<file path="src/rtl/basys3_ui_pkg.sv">
// Shared timing defaults and the auto-repeat state type for the Basys 3 button front end.
// Latency: n/a (constants and types only).
// Backpressure: n/a.
package basys3_ui_pkg;

    // Defaults assume a 100 MHz clk.
    localparam int DEFAULT_DEBOUNCE_CYCLES = 1_000_000;   // 10 ms
    localparam int DEFAULT_REPEAT_DELAY    = 50_000_000;  // 500 ms
    localparam int DEFAULT_REPEAT_PERIOD   = 10_000_000;  // 100 ms

    typedef enum logic [1:0] {
        RPT_IDLE   = 2'd0,
        RPT_DELAY  = 2'd1,
        RPT_REPEAT = 2'd2
    } rpt_state_t;

endpackage

</file>
<file path="src/rtl/btn_debounce_channel.sv">
// One button: 2-flop synchronizer, stable-count debounce, press/release pulses and auto-repeat.
// Latency: raw edge reaches level/press/release 2 + DEBOUNCE_CYCLES cycles later; all outputs registered.
// Backpressure: none; pulses are single-cycle and are not held for a consumer.
module btn_debounce_channel
    import basys3_ui_pkg::*;
#(
    parameter int DEBOUNCE_CYCLES = DEFAULT_DEBOUNCE_CYCLES,
    parameter int REPEAT_DELAY    = DEFAULT_REPEAT_DELAY,
    parameter int REPEAT_PERIOD   = DEFAULT_REPEAT_PERIOD
) (
    input  logic clk,
    input  logic rst,
    input  logic raw,
    output logic level,
    output logic press_pulse,
    output logic release_pulse
);

    localparam int DB_W   = $clog2(DEBOUNCE_CYCLES) + 1;
    localparam int RP_MAX = (REPEAT_DELAY > REPEAT_PERIOD) ? REPEAT_DELAY : REPEAT_PERIOD;
    localparam int RP_W   = $clog2(RP_MAX) + 1;

    // Counter values on which the next increment would hit the target count.
    localparam logic [DB_W-1:0] DB_LAST     = DB_W'(DEBOUNCE_CYCLES - 1);
    localparam logic [RP_W-1:0] DELAY_LAST  = RP_W'(REPEAT_DELAY - 1);
    localparam logic [RP_W-1:0] PERIOD_LAST = RP_W'(REPEAT_PERIOD - 1);

    logic            sync_meta;
    logic            sync;
    logic [DB_W-1:0] db_cnt;
    logic            accept;
    logic            level_rise;
    logic            level_fall;

    rpt_state_t      state_q;
    rpt_state_t      state_d;
    logic [RP_W-1:0] rcnt_q;
    logic [RP_W-1:0] rcnt_d;
    logic            press_d;

    // The level flips on the edge where the stable-count would reach its target.
    assign accept     = (sync != level) && (db_cnt == DB_LAST);
    assign level_rise = accept && !level;
    assign level_fall = accept && level;

    // Two-flop synchronizer; only the second stage is used downstream.
    always_ff @(posedge clk) begin
        if (rst) begin
            sync_meta <= 1'b0;
            sync      <= 1'b0;
        end else begin
            sync_meta <= raw;
            sync      <= sync_meta;
        end
    end

    // Debounce: count consecutive cycles of disagreement, any agreement restarts the count.
    always_ff @(posedge clk) begin
        if (rst) begin
            db_cnt <= '0;
            level  <= 1'b0;
        end else if (sync == level) begin
            db_cnt <= '0;
        end else if (accept) begin
            db_cnt <= '0;
            level  <= ~level;
        end else if (db_cnt != '1) begin
            db_cnt <= db_cnt + 1'b1;
        end
    end

    // Repeat FSM state, repeat counter and registered pulse outputs.
    always_ff @(posedge clk) begin
        if (rst) begin
            state_q       <= RPT_IDLE;
            rcnt_q        <= '0;
            press_pulse   <= 1'b0;
            release_pulse <= 1'b0;
        end else begin
            state_q       <= state_d;
            rcnt_q        <= rcnt_d;
            press_pulse   <= press_d;
            release_pulse <= level_fall;
        end
    end

    // Next-state: release wins over any pending repeat so press and release never coincide.
    always_comb begin
        state_d = state_q;
        rcnt_d  = rcnt_q;
        press_d = 1'b0;
        if (level_fall) begin
            state_d = RPT_IDLE;
            rcnt_d  = '0;
        end else begin
            case (state_q)
                RPT_IDLE: begin
                    if (level_rise) begin
                        state_d = RPT_DELAY;
                        rcnt_d  = '0;
                        press_d = 1'b1;
                    end
                end
                RPT_DELAY: begin
                    if (rcnt_q == DELAY_LAST) begin
                        state_d = RPT_REPEAT;
                        rcnt_d  = '0;
                        press_d = 1'b1;
                    end else if (rcnt_q != '1) begin
                        rcnt_d = rcnt_q + 1'b1;
                    end
                end
                RPT_REPEAT: begin
                    if (rcnt_q == PERIOD_LAST) begin
                        rcnt_d  = '0;
                        press_d = 1'b1;
                    end else if (rcnt_q != '1) begin
                        rcnt_d = rcnt_q + 1'b1;
                    end
                end
                default: begin
                    state_d = RPT_IDLE;
                    rcnt_d  = '0;
                end
            endcase
        end
    end

endmodule

</file>
<file path="src/rtl/btn_conditioner.sv">
// Conditions BUTTON_COUNT raw buttons into debounced levels, press (with auto-repeat) and release pulses.
// Latency: 2 + DEBOUNCE_CYCLES cycles from raw edge to outputs; every output is a flop.
// Backpressure: none; channels run independently with no arbitration between them.
module btn_conditioner
    import basys3_ui_pkg::*;
#(
    parameter int BUTTON_COUNT    = 5,
    parameter int DEBOUNCE_CYCLES = DEFAULT_DEBOUNCE_CYCLES,
    parameter int REPEAT_DELAY    = DEFAULT_REPEAT_DELAY,
    parameter int REPEAT_PERIOD   = DEFAULT_REPEAT_PERIOD
) (
    input  logic                    clk,
    input  logic                    rst,
    input  logic [BUTTON_COUNT-1:0] btn_raw,
    output logic [BUTTON_COUNT-1:0] btn_level,
    output logic [BUTTON_COUNT-1:0] btn_press,
    output logic [BUTTON_COUNT-1:0] btn_release
);

    for (genvar i = 0; i < BUTTON_COUNT; i++) begin : g_chan
        btn_debounce_channel #(
            .DEBOUNCE_CYCLES (DEBOUNCE_CYCLES),
            .REPEAT_DELAY    (REPEAT_DELAY),
            .REPEAT_PERIOD   (REPEAT_PERIOD)
        ) u_chan (
            .clk           (clk),
            .rst           (rst),
            .raw           (btn_raw[i]),
            .level         (btn_level[i]),
            .press_pulse   (btn_press[i]),
            .release_pulse (btn_release[i])
        );
    end

endmodule
</file>
<file path="config.mk">
export PLATFORM = sky130hd
export DESIGN_NAME = btn_conditioner
export DESIGN_NICKNAME = d
export VERILOG_FILES = /design/src/rtl/basys3_ui_pkg.sv /design/src/rtl/btn_debounce_channel.sv /design/src/rtl/btn_conditioner.sv
export SDC_FILE = /design/constraint.sdc
export NUM_CORES = 1
export LEC_CHECK = 0
export BUFFER_PORTS_ARGS = -buffer_cell sky130_fd_sc_hd__buf_2
export CAP_MARGIN = 20
export CORE_ASPECT_RATIO = 1.75
export CORE_MARGIN = 1
export CORE_UTILIZATION = 63
export DETAILED_ROUTE_END_ITERATION = 7
export MAX_ROUTING_LAYER = met4
export PLACE_DENSITY = 0.8
export SKIP_LAST_GASP = 1
export SYNTH_ARGS = -nofsm -noshare
export SYNTH_HDL_FRONTEND = slang
export SYNTH_HIERARCHICAL = 1
export SYNTH_SLANG_ARGS = --single-unit
</file>
<file path="constraint.sdc">
create_clock -name clk -period 3.2 [get_ports clk]
set_clock_uncertainty 0.1 [all_clocks]
set_input_delay 0.8 -clock clk [delete_from_list [all_inputs] [get_ports clk]]
set_output_delay 0.8 -clock clk [all_outputs]
set_load 0.01 [all_outputs]
</file>
Word-level counts from Yosys, hierarchy flattened
Index checks and enable logic that the tools add are counted. Widths: inputs -> output; s select.

Output and inout bits: 15. ROM bits: 0. Register bits after elaboration: 275. Logic and storage cells: 225. Memories kept: 0. Input port bits: 7. Bits in latches: 0. RAM bits: 0.

Bitwise operators: 15. Reduce and logical (&&, ||, !) cells: 45. Shift operators: 0. Order comparisons: 0. Equal/unequal tests: 55. Divide/modulo/power cells: 0. Add/subtract/negate cells: 10. $mul: 0. Multiplexer cells: 60.

Operators by type and width (count): $mux 27 (20); $pmux 27 s3 (5); $add 27x1->27 const B (5); $eq 27x24->1 const B (5); $eq 27x26->1 const B (5); $ne 27x27->1 const B (5); $add 21x1->21 const B (5); $eq 21x20->1 const B (5); $ne 21x21->1 const B (5); $pmux 2 s3 (5); $mux 2 (10); $ne 2x1->1 const B (10); $logic_and 1x1->1 (15); $mux 1 (15); $not 1->1 (15); $pmux 1 s3 (5); $reduce_and 3->1 (5); $reduce_or 3->1 (5); $eq 2x1->1 const B (5); $eq 2x2->1 const B (5); $logic_not 2->1 (5); $reduce_and 2->1 (5); $reduce_or 2->1 (5); $eq 1x1->1 (5); other kinds (2) (10).

Depth between registers and ports, before layout
Gate-level depths: netlist of the first run.

Depth in word-level cells: 5. Mapped depth: 9. Depth with buffers taken out: 7.

Hierarchy
The synthesis of the first run kept the hierarchy.

Modules (own cells, without submodules): btn_debounce_channel (g_chan[0].u_chan ...) (area an instance 2957.8 um^2, seq. area each 1101.1 um^2, times used 4, cells each 358); btn_debounce_channel (g_chan[4].u_chan) (area an instance 2912.8 um^2, seq. area each 1101.1 um^2, times used 1, cells each 357).

Least setup slack after synthesis of the first run
Ideal clock, no wire load.

Path kind: flip-flop to flip-flop. Start point: reg g_chan[4].u_chan.db_cnt[0]. End point: reg g_chan[4].u_chan.rcnt_q[11]. Data arrival time: 2.580 ns. Period minus slack after synthesis: 2.806 ns. Path slack: 0.394 ns. Data required time: 2.974 ns. Stages on the path, launching flop included: 9. Path buffers: 1. Library setup time: 0.126 ns. Cells stage by stage: dfxtp_1 ha_1 nand3_1 or4_4 o41a_1 buf_6 or4_4 xor2_1 nor2_2.

Word-level cells in the longest chain between the ends: 4. Elaborated cells between the ends (all ways): 6. Those cells by class: eq/ne (2); reduce/logical (4).

RTL lines: start: declaration (line btn_debounce_channel.sv:30) `logic [DB_W-1:0] db_cnt;`; start signal: assignment (line btn_debounce_channel.sv:68) `db_cnt <= db_cnt + 1'b1;`; $eq 21x20->1 * (line btn_debounce_channel.sv:42) `assign accept = (sync != level) && (db_cnt == DB_LAST);`; $logic_and 1x1->1 * (line btn_debounce_channel.sv:42); $logic_and 1x1->1, on equally long branches (line btn_debounce_channel.sv:43, btn_debounce_channel.sv:44); $ne 2x1->1 (no line) or $reduce_or 2->1 (tied branches); end signal: assignment (line btn_debounce_channel.sv:81) `rcnt_q <= rcnt_d;`; end: declaration (line btn_debounce_channel.sv:37) `logic [RP_W-1:0] rcnt_q;`.

Every way passes the cells marked *; elsewhere a longest branch is shown, timed or not. A chain may end at the register's enable or synchronous reset.

Final worst setup path of the first run
Ends and elaborated chain as after synthesis.

==> impl_metrics.toml, run 1 <==
[critical_path]
max_stage_delay_ps = 580
rrSetupSlack_ps = 160
arrival_ps = 3350
worstSetupEndpointType = "register"
worstPathCellList = "ha_2 > nand3_1 > or4_4 > o41a_1 > buf_4 > or4_4 > xor2_1 > nor2_2"
cp-start-kind = "register"
cp.required_ps = 3510
path_max_fanout = 19
crit_top_cell = "or4_4"
cp_slowest_cell = "or4_4"
critPathKind = "reg -> reg"

[cells_and_area]
regArea_um2 = 5505
antenna_cells = 0
drive_above_1_share_pct = 9.215
nets = 1852
final.fill_count = 1885
multi_input_area_um2 = 8760
layout.cells.non_filler = 2134
synthToLayoutAreaGrowth_pct = 10.06
final_cell_area_um2 = 16230

[worst_hold_path]
min_path_type = "reg -> reg"

[sta]
finalHoldViolCount = 0
drv_slew = 0
clock.fmax_ghz = 0.3288
setup_ws_ps = 158.8
worst_slew_pin_slew_ps = 883.2
setup_violations = 0
final.period_utilization_pct = 95.04
rsz0062_at_grt = "false"
finalSetupTns_ps = 0
layout_min_cycle_time_ps = 3041
holdWs_ps = 340.6
slew_headroom_pct = 40.86

[logic_synthesis]
synth_cells = 1789
ys_types = 58
synth-simple-area-share_pct = 35.45
synth.mux.area_fraction_pct = 0.3394
synth_nets = 1826
syn_area_um2 = 14740
yosysTopAreaCell = "dfxtp_1"
ys_async_sr_fraction_pct = 0
synth_edf_count = 0
synth_top_family_by_area = "simple AND/OR/NAND/NOR gates"
synth_xor_area_share_pct = 7.604
synth_compound_area_share_pct = 13.45
synth_top_area_share_pct = 37.34
synthFlopType = "dfxtp_1"
ys_seq_area_share_pct = 37.34
synthTopCellsByArea = "dfxtp_1, nor2_1, xnor2_1, nand4_1, nand3_1"
synth-seq-cells = 275
syn_area_per_cell_um2 = 8.242
synth_warnings = 6
synthAdderAreaFrac_pct = 2.546

[global_route]
grt_pass1_vias = 13560
grt_usage_pct = 31.89
antenna_found_initial = 0
grt_remaining_overflow = 0
grt_max_degree = 32
grt_first_pass_wirelength_um = 63340

[placement]
dpl_cell_area_um2 = 15290
port_buffers = 21
place_congestion = 0.9765
dpl_worst_slack_ps = 166.5
dp_hpwl_um = 26010
dp.cells = 2086

[floorplanning]
fp.dieH_um = 204.4
die_x_um = 117.6
coreArea_um2 = 22830
rows = 73
initial_core_util_pct = 64.57
dieArea_um2 = 24040
pin_count = 22

[route]
drt-total-wl_um = 37210
drt-initial-drc-count = 1005
routedWlPerCell_um = 17.43
firstDrtPassIters = 5
postRouteAntennaNets = 0
vias = 13923
drcViolationCount = 0
viasPerCell = 6.524

[power]
p_per_area_nw_per_um2 = 425.5
p_leak_nw = 5.117
ir_worst_vdd_mv = 0.4204

[clock_tree]
path_clk_slew_ps = 70
cts_htree_levels = 1
clock_sinks = 275
cts_tree = "yes"
cts.path.max_buffers = 3
numCtsBuffers = 27
cts_root_buf = "clkbuf_16"
cts_setup_buffers = 0
clock_latency_ps = 540

[job]
drv_cap = 0

[outcome]
status = "completed"
==> per-layer routing <==
metal,share of wire (%),vias to the layer above,wire (um),track usage (%)
li1,-,6758,-,-
met1,39,6632,14420,34.00
met2,53,411,19710,58.07
met3,4.0,122,1503,3.181
met4,4.2,0,1571,16.48
met5,0,-,0,-
==> synth_stat cells (48+ instances only) <==
master,instances
a21oi_1,92
and3_1,48
clkbuf_1,52
dfxtp_1,275
nand2_1,130
nand3_1,118
nand4_1,97
nor2_1,188
nor3_1,76
nor4_1,54
o21ai_0,57
xnor2_1,72
xor2_1,56
==> kinds of logic (layout without fill, tap and decap cells) <==
logic type               Yosys count  in the layout
AND/OR/NAND/NOR                  933            933
XOR/XNOR                         128            128
multiplexers                       5              5
AO/OA/AOI/OAI                    306            306
buffers and inverters            112            157
flip-flops                       275            275
adder cells (fa/ha/maj)           30             30
==> critical path: cells and delay by family, from the launching register on <==
kind,cells,cell delay [ps]
XOR/XNOR,1,170
AO/OA/AOI/OAI,1,430
flip-flops,1,400
adder cells (fa/ha/maj),1,240
buffers and inverters,1,220
AND/OR/NAND/NOR,4,1340
==> layout by cell type (no fill, tap or decap), drive strengths merged, types with 37 or more instances in the layout <==
master and count:
or4 37, dfxtp 275, a21oi 92, nor4 58, nand2 130, xnor2 72, and4 44, and3 48
xor2 56, buf 73, nor2 193, o21ai 66, nor3 76, nand3 118, nand4 97, or3 37
==> stage by stage <==
stage | total power, mW | util (%)
after floorplan | 3.567 | -
after global placement | 3.607 | 66.98
after detailed placement | 3.609 | 66.98
after CTS | 6.953 | 71.05
after global routing | 7.100 | 71.06
final | 6.904 | 71.06
==> power breakdown <==
part	total (mW)	internal, mW	switching, mW
Sequential	3.43	3.43	0.00451
Clock	3.37	2.01	1.36
Combinational	0.0981	0.0279	0.0701
==> cell type report <==
class / instances / share of cell area, %
clock inverter: 15 / 1.249
multi-input combinational: 1402 / 53.98
tap: 300 / 2.313
inverter: 36 / 0.8328
timing repair buffer: 73 / 3.208
clock buffer: 33 / 4.488
sequential: 275 / 33.93
==> timing repair <==
action	in CTS	in global routing
setup endpoints to repair	0	1
hold buffers	0	0
gates resized for setup	0	1
==> registers in the layout, indices dropped and copies added (netlist names) <==
| name | count |
|---|---|
| g_chan.u_chan/db_cnt | 105 |
| g_chan.u_chan/release_pulse | 5 |
| g_chan.u_chan/sync_meta | 5 |
| g_chan.u_chan/rcnt_q | 135 |
| g_chan.u_chan/level | 5 |
| g_chan.u_chan/state_q | 10 |
| g_chan.u_chan/sync | 5 |
| g_chan.u_chan/press_pulse | 5 |
==> final timing paths <==
| check | from | endpoint | cells after the start |
|---|---|---|---|
| setup / recovery | g_chan[4].u_chan/db_cnt[0] | g_chan[4].u_chan/rcnt_q[11] | 8 |
| hold / removal | g_chan[2].u_chan/sync_meta | g_chan[2].u_chan/sync | 1 |
| setup reg to reg | g_chan[4].u_chan/db_cnt[0] | g_chan[4].u_chan/rcnt_q[11] | 8 |
| hold reg to reg | g_chan[2].u_chan/sync_meta | g_chan[2].u_chan/sync | 1 |
No activity file was read; power rests on OpenSTA's default activity.
==> run 2: changes to the inputs <==
- RECOVER_POWER: not set -> 100
- SYNTH_HIERARCHICAL: 1 -> not set
==> impl_metrics.toml, run 2 <==
[sta]
finalHoldViolCount = 0
rsz0062_at_grt = "false"
drv_slew = 0
clock.fmax_ghz = 0.3378
setup_ws_ps = 239.5
holdWs_ps = 340.1
layout_min_cycle_time_ps = 2961
worst_slew_pin_slew_ps = 955.7
slew_headroom_pct = 36.29
final.period_utilization_pct = 92.52
finalSetupTns_ps = 0
setup_violations = 0

[logic_synthesis]
yosysTopAreaCell = "dfxtp_1"
yosys-top-cells-count = "dfxtp_1, nand2_1, nor2_1"
synth_warnings = 0
syn_area_per_cell_um2 = 8.021
synth_edf_count = 0
synth.most_common_cell = "dfxtp_1"
synthFlopType = "dfxtp_1"
ys_seq_area_share_pct = 36.69
ys_async_sr_fraction_pct = 0
synth_nets = 1908
synth_top_area_share_pct = 36.69
syn_area_um2 = 15010
ys_types = 81
synth-seq-cells = 275
synth_cells = 1871
synthTopCellsByArea = "dfxtp_1, nand2_1, nor2_1, nand3_1, nand4_1"

[placement]
dpl_worst_slack_ps = 390.0
port_buffers = 21
dpl_cell_area_um2 = 15430
dp.cells = 2148
dp_hpwl_um = 26380
place_congestion = 0.9961

[floorplanning]
fp.dieH_um = 206.2
initial_core_util_pct = 64.32
die_x_um = 118.7
dieArea_um2 = 24470
rows = 74
coreArea_um2 = 23330
pin_count = 22

[cells_and_area]
final_cell_mix = "dfxtp_1, nand2_1, nor2_1, nand3_1, nand4_1"
antenna_cells = 0
drive_above_1_share_pct = 5.661
top_register = "g_chan.u_chan.rcnt_q"
layout.cells.non_filler = 2194
layout_commonest_cell = "dfxtp_1"
final.fill_count = 1926
top_regs = "g_chan.u_chan.rcnt_q x135, g_chan.u_chan.db_cnt x105, g_chan.u_chan.state_q x10"
largest_reg_flops = 135
nets = 1909
synthToLayoutAreaGrowth_pct = 8.212
final_util_pct = 69.60
final_cell_area_um2 = 16240
regArea_um2 = 5505
multi_input_area_um2 = 8848

[power]
p_per_area_nw_per_um2 = 426.3
p_leak_nw = 5.002
ir_worst_vdd_mv = 0.3838
power_mw = 6.922

[critical_path]
critPathKind = "reg -> reg"
worstSetupEndpointType = "register"
path_max_fanout = 17
worstPathCellList = "or4_1 > nor4_1 > clkbuf_1 > a21boi_0 > a211o_1 > or4_1 > a31oi_1"
crit_top_cell = "or4_1"
cp_slowest_cell = "or4_1"
cp-start-kind = "register"
max_stage_delay_ps = 550
arrival_ps = 3330
cp.required_ps = 3570

[global_route]
busiest_layer = "met2"
gr-usage-met2_pct = 59.46
grt_use_met1_pct = 31.38
antenna_found_initial = 0
use_met3_pct = 3.836
grt_remaining_overflow = 0
grt_usage_pct = 31.56
grt_max_degree = 31
grt_first_pass_wirelength_um = 63800
grt_pass1_vias = 13967

[clock_tree]
clock_sinks = 275
cts.path.max_buffers = 3
cts_tree = "yes"
cts_hold_buf = 0
ctsResizeCount = 0
cts_root_buf = "clkbuf_16"
cts_setup_buffers = 0
path_clk_slew_ps = 70
clock_latency_ps = 550
cts_htree_levels = 1
numCtsBuffers = 26

[route]
drcViolationCount = 0
viasPerCell = 6.557
firstDrtPassIters = 5
vias = 14385
drt-initial-drc-count = 954
postRouteAntennaNets = 0
drt-total-wl_um = 37770
routedWlPerCell_um = 17.21

[job]
drv_cap = 0

[outcome]
status = "completed"

[worst_hold_path]
min_path_type = "reg -> reg"
[run 2: cell types whose count changed after synthesis, moves of 12 or more]
cell / previous run / this run
nand2_1: 130 / 177
a31oi_1: 25 / 63
inv_1: 36 / 58
and2_1: 5 / 26
xnor2_1: 72 / 52
nor4_1: 54 / 35
nor2_1: 188 / 171
buf_4: 0 / 16
nor4b_1: 30 / 16
clkbuf_1: 52 / 65
buf_2: 19 / 7
o22ai_1: 0 / 12
[run 2: area by class of cell]
cell class	count	share of cell area, %
clock inverters	9	1.063
repair buffers	67	2.265
inverters	59	1.364
well taps	304	2.342
multi-input cells	1443	54.49
flip-flops and latches	275	33.90
clock buffers	37	4.577
[run 2: final timing paths]
| path | startpoint | to | slack, ps | cells past startpoint |
|---|---|---|---|---|
| setup reg to reg | g_chan[2].u_chan.db_cnt[10] | g_chan[2].u_chan.rcnt_q[9] | 240 | 7 |
| hold / removal | g_chan[3].u_chan.sync_meta | g_chan[3].u_chan.sync | 340 | 1 |
| hold reg to reg | g_chan[3].u_chan.sync_meta | g_chan[3].u_chan.sync | 340 | 1 |
| setup / recovery | g_chan[2].u_chan.db_cnt[10] | g_chan[2].u_chan.rcnt_q[9] | 240 | 7 |
[run 2: report_power, final]
| group | leakage (nW) | internal (mW) | switching (mW) |
|---|---|---|---|
| Sequential | 2.22 | 3.43 | 0.00628 |
| Combinational | 2.34 | 0.0331 | 0.0843 |
| Clock | 0.445 | 2.01 | 1.35 |
| Total | 5.00 | 5.48 | 1.44 |
[run 2: worst max-delay path, delay by kind of cell, from the launching register on]
kind / cells / cell delay (ps)
AO/OA/AOI/OAI: 3 / 820
buffers and inverters: 1 / 220
AND/OR/NAND/NOR: 3 / 1400
flip-flops: 1 / 340
[run 2: per-layer routing]
layer  wire, um  vias up
met4       1531        0
met3       1524      130
met1      14560     6871
met5          0        -
met2      20160      411
li1           -     6973
[run 2: kinds of logic after synthesis]
group / synth area share (%)
buffers and inverters: 4.435
multiplexers: 0.8171
adder cells (fa/ha/maj): 2.501
AND/OR/NAND/NOR: 34.43
AO/OA/AOI/OAI: 15.42
flip-flops: 36.69
XOR/XNOR: 5.720
==> run 3: changes to the inputs <==
==> constraint.sdc (replaced) <==
create_clock -name clk -period 3.2 [get_ports clk]
set_clock_uncertainty 0.1 [all_clocks]
set_input_delay 0.16 -clock clk [delete_from_list [all_inputs] [get_ports clk]]
set_output_delay 0.16 -clock clk [all_outputs]
set_load 0.01 [all_outputs]
==> impl_metrics.toml, run 3 (synthesis gave the netlist of run 2 again) <==
[global_route]
gr-usage-met2_pct = 58.08
antenna_found_initial = 0
use_met3_pct = 3.974
grt_first_pass_wirelength_um = 62630
grt_remaining_overflow = 0
grt_usage_pct = 31.10
busiest_layer = "met2"
grt_use_met1_pct = 30.67
grt_max_degree = 31
grt_pass1_vias = 13979

[floorplanning]
rows = 74
coreArea_um2 = 23330
dieArea_um2 = 24470
fp.dieH_um = 206.2
initial_core_util_pct = 64.32
die_x_um = 118.7
pin_count = 22

[power]
ir_worst_vdd_mv = 0.4183
p_per_area_nw_per_um2 = 444.3
p_leak_nw = 5.116
power_mw = 7.319

[critical_path]
cp.required_ps = 3540
worstPathCellList = "or4bb_1 > or3_1 > o31ai_2 > clkbuf_1 > o21ai_0 > a32o_1"
max_stage_delay_ps = 520
worstSetupEndpointType = "register"
arrival_ps = 3290
critPathKind = "reg -> reg"
path_max_fanout = 12
cp_slowest_cell = "or4bb_1"
cp-start-kind = "register"

[clock_tree]
clock_sinks = 275
numCtsBuffers = 27
cts_setup_buffers = 0
cts_root_buf = "clkbuf_16"
cts_htree_levels = 1
path_clk_slew_ps = 60
cts_tree = "yes"
cts.path.max_buffers = 3
clock_latency_ps = 560

[sta]
finalHoldViolCount = 0
finalSetupTns_ps = 0
drv_slew = 0
final.period_utilization_pct = 92.22
clock.fmax_ghz = 0.3389
rsz0062_at_grt = "false"
worst_slew_pin_slew_ps = 996.8
slew_headroom_pct = 33.55
setup_violations = 0
layout_min_cycle_time_ps = 2951

[cells_and_area]
synthToLayoutAreaGrowth_pct = 9.772
final.fill_count = 1945
nets = 1919
multi_input_area_um2 = 8859
regArea_um2 = 5505
antenna_cells = 0
largest_reg_flops = 135
top_register = "g_chan.u_chan.rcnt_q"
final_cell_mix = "dfxtp_1, nand2_1, nor2_1, nand3_1, nand4_1"
top_regs = "g_chan.u_chan.rcnt_q x135, g_chan.u_chan.db_cnt x105, g_chan.u_chan.state_q x10"
layout_commonest_cell = "dfxtp_1"
drive_above_1_share_pct = 6.102

[placement]
port_buffers = 21
dp_hpwl_um = 26070
place_congestion = 0.9715

[route]
viasPerCell = 6.589
drt-initial-drc-count = 1017
firstDrtPassIters = 7
vias = 14529
routedWlPerCell_um = 16.85
drt-total-wl_um = 37150
postRouteAntennaNets = 0
drcViolationCount = 0

[worst_hold_path]
min_path_type = "in -> reg"

[outcome]
status = "completed"

[job]
drv_cap = 0
==> run 3: worst max-delay path, delay by kind of cell, from the launching register on <==
| kind | cells | cell delay (ps) |
|---|---|---|
| simple gates | 2 | 1010 |
| compound gates | 3 | 850 |
| buf+inv | 1 | 480 |
| flops | 1 | 400 |
==> run 3: through the flow <==
stage                     hold WS, ps  area [um^2]  utilization [%]  worst slack (ps)  std cells
after floorplan                 188.2        15010                -             616.6       1871
after global placement          272.6        15450            66.21             404.3       2150
after detailed placement        275.9        15450            66.21             381.8       2150
after CTS                       233.3        16560            70.99             351.1       2205
after global routing            256.1        16470            70.60             92.48       2205
final                           242.1        16470            70.60             248.9       2205
==> run 3: what timing repair did <==
action,in CTS,in global routing
gates resized for setup,0,0
hold endpoints to repair,9,0
hold buffers,7,0
==> run 3: metal layers <==
| layer | wire length [um] | share of wire [%] | up-vias |
|---|---|---|---|
| li1 | - | - | 6992 |
| met1 | 14020 | 38 | 6914 |
| met2 | 19720 | 53 | 460 |
| met3 | 1585 | 4.3 | 163 |
| met4 | 1821 | 4.9 | 0 |
| met5 | 0 | 0 | - |
==> run 3: power by group <==
part | total [mW] | leakage, nW | internal, mW | switching, mW
Combinational | 0.120 | 2.39 | 0.0356 | 0.0840
Sequential | 3.44 | 2.22 | 3.43 | 0.00631
Clock | 3.76 | 0.510 | 2.39 | 1.37
Total | 7.32 | 5.12 | 5.85 | 1.47
==> run 3: path summary, 6_finish.rpt <==
check	startpoint	to	slack (ps)	cells past startpoint
worst max register to register	g_chan[0].u_chan.db_cnt[4]	g_chan[0].u_chan.rcnt_q[0]	250	6
worst max-delay path	g_chan[0].u_chan.db_cnt[4]	g_chan[0].u_chan.rcnt_q[0]	250	6
worst min register to register	g_chan[2].u_chan.sync_meta	g_chan[2].u_chan.sync	340	1
worst min-delay path	btn_raw[3]	g_chan[3].u_chan.sync_meta	240	3
==> run 3: cell type report <==
cell class	instances	share of cell area, %
Clock buffer	37	4.633
Timing Repair Buffer	76	2.795
Multi-Input combinational cell	1443	53.77
Tap cell	304	2.309
Sequential cell	275	33.42
Inverter	59	1.344
Clock inverter	11	1.724
